--- src/rtl/rr_arbiter8_pkg.sv ---
// Shared constants and types for the eight-way round-robin arbiter.
package arb_pkg;
    localparam int N_REQ = 8;
    localparam int SEL_W = 3;

    typedef logic [SEL_W-1:0] sel_t;

    typedef enum logic {
        IDLE,
        BUSY
    } arb_state_t;
endpackage

--- src/rtl/rr_arbiter8_if.sv ---
// Request/grant bundle between the requesters (master) and the arbiter (slave).
interface rr_arbiter8_if;
    import arb_pkg::*;

    logic [N_REQ-1:0] req;
    logic             done;
    logic [N_REQ-1:0] grant;
    sel_t             s;
    logic             valid;
    logic             timeout;

    modport master (
        output req,
        output done,
        input  grant,
        input  s,
        input  valid,
        input  timeout
    );

    modport slave (
        input  req,
        input  done,
        output grant,
        output s,
        output valid,
        output timeout
    );
endinterface

--- src/rtl/rr_arbiter8_pick8.sv ---
// Combinational round-robin search: first set request at or above ptr, wrapping 7 to 0.
module rr_pick8
    import arb_pkg::*;
(
    input  logic [N_REQ-1:0] req,
    input  sel_t             ptr,
    output logic             any,
    output sel_t             idx
);
    logic [2*N_REQ-1:0] doubled;
    logic [N_REQ-1:0]   rotated;
    sel_t               offset;

    // Rotate so ptr sits at bit 0, take the lowest set bit, then rotate the index back.
    always_comb begin
        doubled = {req, req} >> ptr;
        rotated = doubled[N_REQ-1:0];
        any     = 1'b0;
        offset  = '0;
        for (int i = N_REQ - 1; i >= 0; i--) begin
            if (rotated[i]) begin
                any    = 1'b1;
                offset = sel_t'(i);
            end
        end
        idx = offset + ptr;
    end
endmodule

--- src/rtl/rr_arbiter8.sv ---
// Round-robin arbiter for eight requesters with registered one-hot grant and select.
// Optional forced release after TIMEOUT_CYCLES of holding: define ARB_TIMEOUT_EN.
module rr_arbiter8
    import arb_pkg::*;
#(
    parameter int TIMEOUT_CYCLES = 16
) (
    input logic        clock,
    input logic        reset,
    rr_arbiter8_if.slave bus
);
    if (TIMEOUT_CYCLES < 2 || TIMEOUT_CYCLES > 255) begin : gBadTimeout
        $error("rr_arbiter8: TIMEOUT_CYCLES must be within 2..255");
    end

    arb_state_t       state, nextState;
    logic [N_REQ-1:0] grantReg, nextGrant;
    sel_t             selReg, nextSel;
    sel_t             ptr, nextPtr;
    sel_t             pickPtr;
    sel_t             pickIdx;
    logic             pickAny;
    logic             validReg;
    logic             timeoutReg;
    logic             forced;
    logic             releaseNow;

    assign releaseNow = (state == BUSY) && (bus.done || !bus.req[selReg] || forced);
    assign pickPtr    = releaseNow ? (selReg + sel_t'(1)) : ptr;

    rr_pick8 picker (
        .req (bus.req),
        .ptr (pickPtr),
        .any (pickAny),
        .idx (pickIdx)
    );

`ifdef ARB_TIMEOUT_EN
    logic [7:0] holdCount;

    assign forced = (state == BUSY) && (holdCount == 8'(TIMEOUT_CYCLES - 1))
                  && !bus.done && bus.req[selReg];

    // Counter restarts with every grant, so it only measures the current owner's tenure.
    always_ff @(posedge clock) begin
        if (reset) begin
            holdCount  <= '0;
            timeoutReg <= 1'b0;
        end else begin
            timeoutReg <= forced;
            if (state == IDLE || releaseNow) begin
                holdCount <= '0;
            end else begin
                holdCount <= holdCount + 8'd1;
            end
        end
    end
`else
    assign forced     = 1'b0;
    assign timeoutReg = 1'b0;
`endif

    always_comb begin
        nextState = state;
        nextGrant = grantReg;
        nextSel   = selReg;
        nextPtr   = ptr;
        unique case (state)
            IDLE: begin
                if (pickAny) begin
                    nextState = BUSY;
                    nextGrant = N_REQ'(1) << pickIdx;
                    nextSel   = pickIdx;
                end
            end
            BUSY: begin
                if (releaseNow) begin
                    nextPtr = selReg + sel_t'(1);
                    if (pickAny) begin
                        nextGrant = N_REQ'(1) << pickIdx;
                        nextSel   = pickIdx;
                    end else begin
                        nextState = IDLE;
                        nextGrant = '0;
                    end
                end
            end
            default: nextState = IDLE;
        endcase
    end

    always_ff @(posedge clock) begin
        if (reset) begin
            state    <= IDLE;
            grantReg <= '0;
            selReg   <= '0;
            ptr      <= '0;
            validReg <= 1'b0;
        end else begin
            state    <= nextState;
            grantReg <= nextGrant;
            selReg   <= nextSel;
            ptr      <= nextPtr;
            validReg <= (nextState == BUSY);
        end
    end

    assign bus.grant   = grantReg;
    assign bus.s       = selReg;
    assign bus.valid   = validReg;
    assign bus.timeout = timeoutReg;
endmodule

--- src/flat_wrapper.sv ---
// flat-port wrapper written by rule: the top's interface ports become plain ports
module rr_arbiter8_flat import arb_pkg::*;
#(
    parameter int TIMEOUT_CYCLES = 16
)
  (clock, reset, bus_req, bus_done, bus_grant, bus_s, bus_valid, bus_timeout);
  rr_arbiter8_if bus_i ();
  input logic clock;
  input logic reset;
  input wire logic [$bits(bus_i.req)-1:0] bus_req;
  input wire logic [$bits(bus_i.done)-1:0] bus_done;
  output wire logic [$bits(bus_i.grant)-1:0] bus_grant;
  output wire logic [$bits(bus_i.s)-1:0] bus_s;
  output wire logic [$bits(bus_i.valid)-1:0] bus_valid;
  output wire logic [$bits(bus_i.timeout)-1:0] bus_timeout;
  assign bus_i.req = bus_req;
  assign bus_i.done = bus_done;
  assign bus_grant = bus_i.grant;
  assign bus_s = bus_i.s;
  assign bus_valid = bus_i.valid;
  assign bus_timeout = bus_i.timeout;
  rr_arbiter8 #(.TIMEOUT_CYCLES(TIMEOUT_CYCLES)) u_core (.clock(clock), .reset(reset), .bus(bus_i));
endmodule
--- config.mk ---
export PLATFORM = sky130hd
export DESIGN_NAME = rr_arbiter8_flat
export DESIGN_NICKNAME = d
export VERILOG_FILES = /design/src/rtl/rr_arbiter8_pkg.sv /design/src/rtl/rr_arbiter8_if.sv /design/src/rtl/rr_arbiter8_pick8.sv /design/src/rtl/rr_arbiter8.sv /design/src/flat_wrapper.sv
export SDC_FILE = /design/constraint.sdc
export NUM_CORES = 1
export LEC_CHECK = 0
export ABC_AREA = 1
export BUFFER_PORTS_ARGS = -buffer_cell sky130_fd_sc_hd__buf_2
export CAP_MARGIN = 20
export CORE_MARGIN = 2
export CORE_UTILIZATION = 55
export CTS_CLUSTER_SIZE = 28
export DETAILED_ROUTE_END_ITERATION = 7
export PLACE_DENSITY = 0.78
export REMOVE_ABC_BUFFERS = 1
export SLEW_MARGIN = 20
export SYNTH_ARGS = -nofsm -noshare
export SYNTH_HDL_FRONTEND = slang
export SYNTH_SLANG_ARGS = --single-unit
--- constraint.sdc ---
create_clock -name clock -period 8.8 [get_ports clock]
set_input_delay 0.88 -clock clock [delete_from_list [all_inputs] [get_ports clock]]
set_output_delay 0.88 -clock clock [all_outputs]
set_load 0.02 [all_outputs]
# Word level (Yosys, flattened, before mapping)
# Cells that the tools add are included.
# totals
regBits	15
in_bits	11
out_inout_bits	13
elab_cells	45
# classes
addsub	2
magnitude_cmp	1
n_eq_ne	2
shifts	2
muxes	29
bitwise	1
n_reduce_logical	4
# ops
cell	count
two-way mux 3 bit	11
two-way mux 8 bit	3
case mux 8 bit (2 select lines)	1
right shift 16 x 3 -> 8 bit	1
two-way mux 1 bit	11
left shift 1 x 3 -> 8 bit (first input constant)	1
case mux 3 bit (2 select lines)	1
< comparator 3 x 4 -> 1 bit (second input constant)	1
adder 3 x 1 -> 3 bit (second input constant)	1
adder 3 bit	1
binary-select mux 1 bit (select 3 bit)	1
!= test 2 x 1 -> 1 bit (second input constant)	1
!= test 2 bit (second input constant)	1
case mux 1 bit (2 select lines)	1
AND reduction 2 bit	1
logical AND 1 bit	1
zero test 1 bit	1
logical OR 1 bit	1
NOT 1 bit	1

# Longest topological paths before layout
# Gate-level depths: netlist of run 1.
# depth
word_depth	20
mapped_depth	27
mapped_depth_nobuf	26

# By module
# From an unflattened synthesis of run 1, not the netlist that was laid out.
# hier_totals
cells_unflattened	222
hier_area_um2	1448.9
# by_module_without_submodules
mod	n_inst	cells_each	area_per_inst_um2	seq_area_each_um2
rr_arbiter8	1	126	849.6	300.3
rr_pick8	1	96	599.3	0.0

# Worst setup path after synthesis of run 1
# No wires, ideal clock.
# synth_timing
path_kind	input -> register
from	input port bus_req[7]
to	register u_core.selReg[2], in the netlist u_core.bus.s[2]
setup_time_ns	0.115
arrival_ns	3.671
t_required_ns	8.685
setup_slack_ns	5.014
stages	25
path_buffers	2
cell_sequence	inv_1 -> nand2_1 -> nand3_1 -> nand3_2 -> nand3_4 -> nand2_4 -> buf_12 -> o21ai_2 -> buf_6 -> nand3_1 -> nand2_1 -> nand2_1 -> nand2_1 -> a21oi_1 -> o21ai_0 -> nand2_1 -> a21boi_0 -> ha_1 -> inv_1 -> fa_1 -> xnor2_1 -> nand3b_1 -> nand2_2 -> inv_1 -> o21a_1
# synth_via
elab_chain_cells	19
word_cells_on_any_way	28
cone_classes	add/sub: 1; eq/ne: 1; shift: 1; mux: 22; reduce/logical: 3
# synth_lines
item	line	text
start: declaration	flat_wrapper.sv:10	input wire logic [$bits(bus_i.req)-1:0] bus_req;
binary-select mux 1 bit (select 3 bit)	rr_arbiter8.sv:28	assign releaseNow = (state == BUSY) && (bus.done || !bus.req[selReg] || forced);
two-way mux 1 bit (implied by the code)	rr_arbiter8.sv:28	
zero test 1 bit	rr_arbiter8.sv:28	
logical OR 1 bit	rr_arbiter8.sv:28	
logical AND 1 bit	rr_arbiter8.sv:28	
two-way mux 3 bit	rr_arbiter8.sv:29	assign pickPtr = releaseNow ? (selReg + sel_t'(1)) : ptr;
right shift 16 x 3 -> 8 bit	rr_arbiter8_pick8.sv:16	doubled = {req, req} >> ptr;
two-way mux 3 bit (8 in a row)	rr_arbiter8_pick8.sv:21	if (rotated[i]) begin
adder 3 bit	rr_arbiter8_pick8.sv:26	idx = offset + ptr;
two-way mux 3 bit	rr_arbiter8.sv:70, rr_arbiter8.sv:79	
two-way mux 3 bit	rr_arbiter8.sv:77	if (releaseNow) begin
case mux 3 bit (2 select lines)	rr_arbiter8.sv:68	unique case (state)
end signal: assignment	rr_arbiter8.sv:102	selReg <= nextSel;
end: declaration	rr_arbiter8.sv:18	sel_t selReg, nextSel;
# Parallel ways exist; a longest one is shown, timed or not. The select of a mux whose other input is x is not followed.
# A chain may end at the register's enable or synchronous reset.

# Worst setup path after layout of run 1
# Same ends and word-level chain as after synthesis.

==> results of run 1 <==
[final cells by class]
type                       count  area, µm²
sequential                    15        300
timing repair buffer          22        110
multi-input combinational    181        993
fill                         251        912
tap                           30       37.5
clock buffer                   3       22.5
inverter                      31        116
clock inverter                 1       7.51
[power groups by stage]
stage | combinational [µW] | clock [µW] | sequential (µW)
3_5_place_dp | 509 | 0 | 108
4_1_cts | 511 | 41.8 | 106
3_3_place_gp | 506 | 0 | 108
2_1_floorplan | 395 | 0 | 124
5_1_grt | 578 | 46.5 | 110
6_report | 510 | 41.4 | 107
[state kept, by name (all words and copies together), names as in the netlist]
signal / cells
u_core.ptr: 3
u_core.bus.s: 3
u_core.state: 1
u_core.bus.grant: 8
[critical path, delay by kind of cell]
| family | cells | cell delay [ns] |
|---|---|---|
| fa+ha+maj | 2 | 0.53 |
| simple gates | 12 | 1.39 |
| xor+xnor | 1 | 0.15 |
| buf+inv | 4 | 0.31 |
| compound gates | 5 | 1.00 |
[through the flow]
step           power (µW)  instances  utilization (%)  worst slack (ns)
6_report              658        283             63.5              4.73
5_1_grt               734        283             63.5              4.30
4_1_cts               659        283             63.5              4.70
3_5_place_dp          616        279             62.3              4.42
3_3_place_gp          614        279             62.3              4.44
2_1_floorplan         519        227                -              4.90
[cell families (layout without fill, tap and decap cells)]
group,after synthesis,count (layout),share of synthesized area [%]
other cells,1,1,0.256
fa+ha+maj,3,3,3.08
xor+xnor,2,2,1.20
simple gates,153,153,54.1
flops,15,15,20.5
buf+inv,37,57,11.5
compound gates,22,22,9.32
[path summary, 6_finish.rpt]
path | end | slack [ns] | cells after the start
max reg2reg | u_core.bus.s[2] | 4.85 | 22
min | u_core.bus.grant[2] | 0.49 | 2
max | u_core.bus.s[2] | 4.73 | 24
min reg2reg | u_core.bus.grant[2] | 0.49 | 2
[cell usage in the layout (no fill, tap or decap), drive strengths merged]
master    netlist  final
nand2          69     69
nand3          59     59
inv            31     31
buf             5     22
nor2           21     21
dfxtp          15     15
a21oi          13     13
o21ai           6      6
nand3b          3      3
clkbuf          1      3
xnor2           2      2
ha              2      2
a21boi          1      1
o21bai          1      1
nand4           1      1
o21a            1      1
fa              1      1
conb            1      1
clkinvlp        0      1
[metal layers]
metal	up-vias	global-route usage, %
met5	-	0
met4	0	4.88
met3	2	5.35
met2	46	30.4
met1	629	32.6
li1	794	-
==> impl_metrics.tcl, run 1 <==
set metrics [dict create \
    worstPathCellList "buf_2, inv_1, nand2_1, nand3_1, nand3_2, nand3_4, nand2_4, o21ai_2, nand3_1, nand2_1, nand2_1, nand2_1, a21oi_1, o21ai_0, nand2_1, a21boi_0, ha_1, inv_1, fa_1, xnor2_1, nand3b_1, nand2_2, inv_1, o21a_1" \
    hold_buffers 0 \
    die-area_um2 3090 \
    finClkSkew_ns 0.0107 \
    coreArea_um2 2500 \
    overflow 0 \
    irDropWorstVdd_v 0.000290 \
    wire_per_inst_um 11.5 \
    final_area_um2 1590 \
    clkSinkCount 15 \
    antenna_found_initial 0 \
    worstSetupPathType "input pin to flop" \
    drv_slew 0 \
    yosysWarnings 0 \
    start_util_pct 58.5 \
    worst_pin_slew_ns 0.550 \
    cts_root_buffer "clkbuf_4" \
    rsz0062_at_grt "false" \
    cts.htree.levels 1 \
    path_clk_slew_ns 0.09 \
    run_status "complete, no violations" \
    worstHoldStart "u_core.bus.grant[2]" \
    ys_seq_elements 15 \
    postSynthCellCount 233 \
    async_reset_ff_share_pct 0 \
    die_w_um 55.6 \
    worstSetupEndpointType "flop" \
    viasPerCell 5.20 \
    clkLatencyLatePin_ns 0.29 \
    first_pass_iters 4 \
    seq_area_frac_synth_pct 20.5 \
    ys_types 32 \
    p_leak_uw 0.000840 \
    wl_met3_um 184 \
    synth.most_common_cell "nand2_1" \
    grt_pass1_wl_mm 5.42 \
    synth_top_cells_by_count "55 x nand2_1, 54 x nand3_1, 28 x inv_1" \
    cts_setup_buffers 0 \
    globalplace.congestion 0.895 \
    crit_fanout 12 \
    finalNetCount 268 \
    syn_avg_cell_area_um2 6.28 \
    p_clk_share_pct 6.3 \
    io_pins 24 \
    hold_class "flop to flop" \
    drtAntennaViolNets 0 \
    drive_gt1_share_pct 20.9 \
    numPortBuffers 22 \
    power_frac_comb_pct 77.5 \
    crit_path_top_delay_cell "o21ai_2" \
    grt_pass1_vias 1202 \
    synth.top_cell.area_share_pct 20.5 \
    grt_start_max_net_pins 15 \
    die_h_um 55.6 \
    route.met2.wl_mm 1.42 \
    num_rows 18 \
    seqPwrFrac_pct 16.2 \
    startpoint "bus_req[7]" \
    swShare_pct 57.1 \
    synthToLayoutAreaGrowth_pct 8.55 \
    critPathMaxStageDelay_ns 0.49 \
    top_layer "met4" \
    startpoint_type "input pin" \
    drtIter0Drc 68 \
    timing.fmax_mhz 245 \
    dpl_cell_area_um2 1560 \
    fin_crit_sh_pct 46.3 \
    post-route-min-period_ns 4.07 \
    r2r-start "u_core.bus.s[0]" \
    vias 1471 \
    maxCapViolations 0 \
    grt.total_usage_pct 21.5 \
    antennaDiodeCount 0 \
    yosys_most_used_dff "dfxtp_1" \
    m1WireLength_mm 1.64 \
    setup_violations 0 \
    power_density_nw_per_um2 414 \
    arrival_ns 4.26 \
    synth_top_area_cell "dfxtp_1" \
    syn_area_um2 1460 \
    wl_mm 3.25 \
    synthTopCellsByArea "dfxtp_1 21%, nand3_1 18%, nand2_1 14%, inv_1 7.2%, nor2_1 4.9%" \
    route.detailed.drc 0 \
    fin_hold_ws_ns 0.489 \
    synth_edf_count 0 \
    finalSetupTns_ns 0 \
    cpMostUsedCell "nand2_1" \
    intPower_uw 282 \
    place_hpwl_mm 2.66 \
    cts-resized-gates 0 \
    cp.required_ns 8.99 \
    cts_tree "built" \
    finalHoldViolCount 0 \
    clk_path_buf_depth 2 \
    cts_buffers 3 \
    p_switching_uw 376 \
    relSlewSlack_pct 63.3 \
]
(Power assumes the default switching activity.)
==> run 2: changes to the inputs <==
- clock period: 8.8 -> 4.13 ns (I/O delays scaled with it)
==> run 2 against run 1 <==
  * Combinational power is 120% higher
  * Sequential power up 110%
  * Setup slack lost 4.2 ns
  * Die area is the same
  * Critical path depth did not move
  * Cell count up 0.71%
  * Critical path type is now flop to flop
  * Critical endpoint unchanged
  * Largest power group unchanged
  * Highest routed layer unchanged
==> impl_metrics.tcl, run 2 (same netlist as run 1, synthesis figures left out) <==
set metrics [dict create \
    run_status "complete, no violations" \
    route.detailed.drc 0 \
    hold_buffers 0 \
    globalplace.congestion 0.883 \
    path_clk_slew_ns 0.09 \
    critPathMaxStageDelay_ns 0.50 \
    drv_slew 0 \
    num_rows 18 \
    worstSetupEndpointType "flop" \
    wl_mm 3.21 \
    clk_path_buf_depth 2 \
    path_delay_family "simple AND/OR/NAND/NOR gates" \
    drtAntennaViolNets 0 \
    finClkSkew_ns 0.00310 \
    startpoint_type "flop" \
    dp_cells 281 \
    worstSetupPathType "flop to flop" \
    finalPower_uw 1410 \
    final_common_cell "nand2_1" \
    grt_start_max_net_pins 15 \
    grt_pass1_wl_mm 5.56 \
    hold_class "input pin to flop" \
    irDropWorstVdd_v 0.000569 \
    fin_crit_sh_pct 88.3 \
    overflow 0 \
    cts_root_buffer "clkbuf_4" \
    p_leak_uw 0.000850 \
    antenna_found_initial 0 \
    grt.total_usage_pct 21.8 \
    critPathBufInv 5 \
    finalSetupTns_ns 0 \
    die-area_um2 3090 \
    post-route-util_pct 64.0 \
    finalHoldViolCount 0 \
    viasPerCell 5.30 \
    rsz0062_at_grt "false" \
    io_pins 24 \
    fin_hold_ws_ns 0.467 \
    drive_gt1_share_pct 21.2 \
    drtIter0Drc 81 \
    start_util_pct 58.5 \
    post-route-min-period_ns 3.65 \
    grt_pass1_vias 1276 \
    clkLatencyLatePin_ns 0.28 \
    worstPathCellList "inv_2, nand2_1, nand3_1, nand3_2, nand3_4, nand2_4, inv_2, nand2_1, o21ai_2, inv_1, nand3_1, nand2_1, a21oi_1, o21ai_0, nand2_1, a21boi_0, ha_1, inv_1, fa_1, xnor2_1, nand3b_1, nand2_2, inv_1, o21a_1" \
    crit_path_top_delay_cell "dfxtp_1" \
    cts_setup_buffers 0 \
    cts-resized-gates 0 \
    synthToLayoutAreaGrowth_pct 9.32 \
    finalNetCount 270 \
    multiInputGateArea_um2 993 \
    cts_buffers 3 \
    cts_tree "built" \
    wire_per_inst_um 11.3 \
    vias 1511 \
    cts.htree.levels 1 \
    cpMostUsedCell "nand2_1" \
    regArea_um2 300 \
    instances_no_fill 285 \
    first_pass_iters 4 \
    largest_reg_flops 8 \
    cp.required_ns 4.31 \
    place_hpwl_mm 2.63 \
    arrival_ns 3.83 \
    fillCellCount 235 \
    crit_fanout 11 \
    die_h_um 55.6 \
    layout_common_cells "55 x nand2_1, 54 x nand3_1, 28 x inv_1" \
    timing.fmax_mhz 274 \
    setup_violations 0 \
    antennaDiodeCount 0 \
    power_density_nw_per_um2 879 \
    clkSinkCount 15 \
    numPortBuffers 22 \
    die_w_um 55.6 \
    coreArea_um2 2500 \
    maxCapViolations 0 \
]
-- run 2: cell types whose count changed in the layout (fill, tap and decap cells not counted), sizes merged --
cell      delta
buf          +2
clkbuf       +1
clkinvlp     -1
-- run 2: routing by layer --
layer  vias to the layer above  wire [µm]  track usage, %
met5                         -          0               0
met2                        38       1420            33.3
met1                       667       1630            31.9
li1                        802          -               -
met3                         4        138            3.72
met4                         0         23            4.88
-- run 2: cell type report --
class                           count  share of cell area (%)
Multi-Input combinational cell    181                    62.1
Clock buffer                        4                    1.64
Timing Repair Buffer               24                    7.82
Sequential cell                    15                    18.8
Tap cell                           30                    2.35
Inverter                           31                    7.28
-- run 2: power breakdown --
part | switching [µW] | internal, µW | total (µW)
combinational | 708 | 389 | 1100
clock | 45.1 | 37.4 | 82.5
sequential | 37.1 | 189 | 226
total | 790 | 615 | 1410
-- run 2: final timing paths --
kind	endpoint	cells past startpoint	from	slack, ns
max	u_core.bus.s[2]	24	u_core.bus.s[0]	0.48
min	u_core.ptr[1]	2	reset	0.47
max reg2reg	u_core.bus.s[2]	24	u_core.bus.s[0]	0.48
min reg2reg	u_core.bus.grant[0]	2	u_core.bus.grant[0]	0.48
-- run 2: stage by stage --
| step | area, µm² | worst slack [ns] |
|---|---|---|
| final | 1600 | 0.482 |
| after global routing | 1600 | 0.0482 |
| after CTS | 1600 | 0.449 |
| after detailed placement | 1570 | 0.394 |
| after global placement | 1570 | 0.458 |
| after floorplan | 1410 | 0.504 |
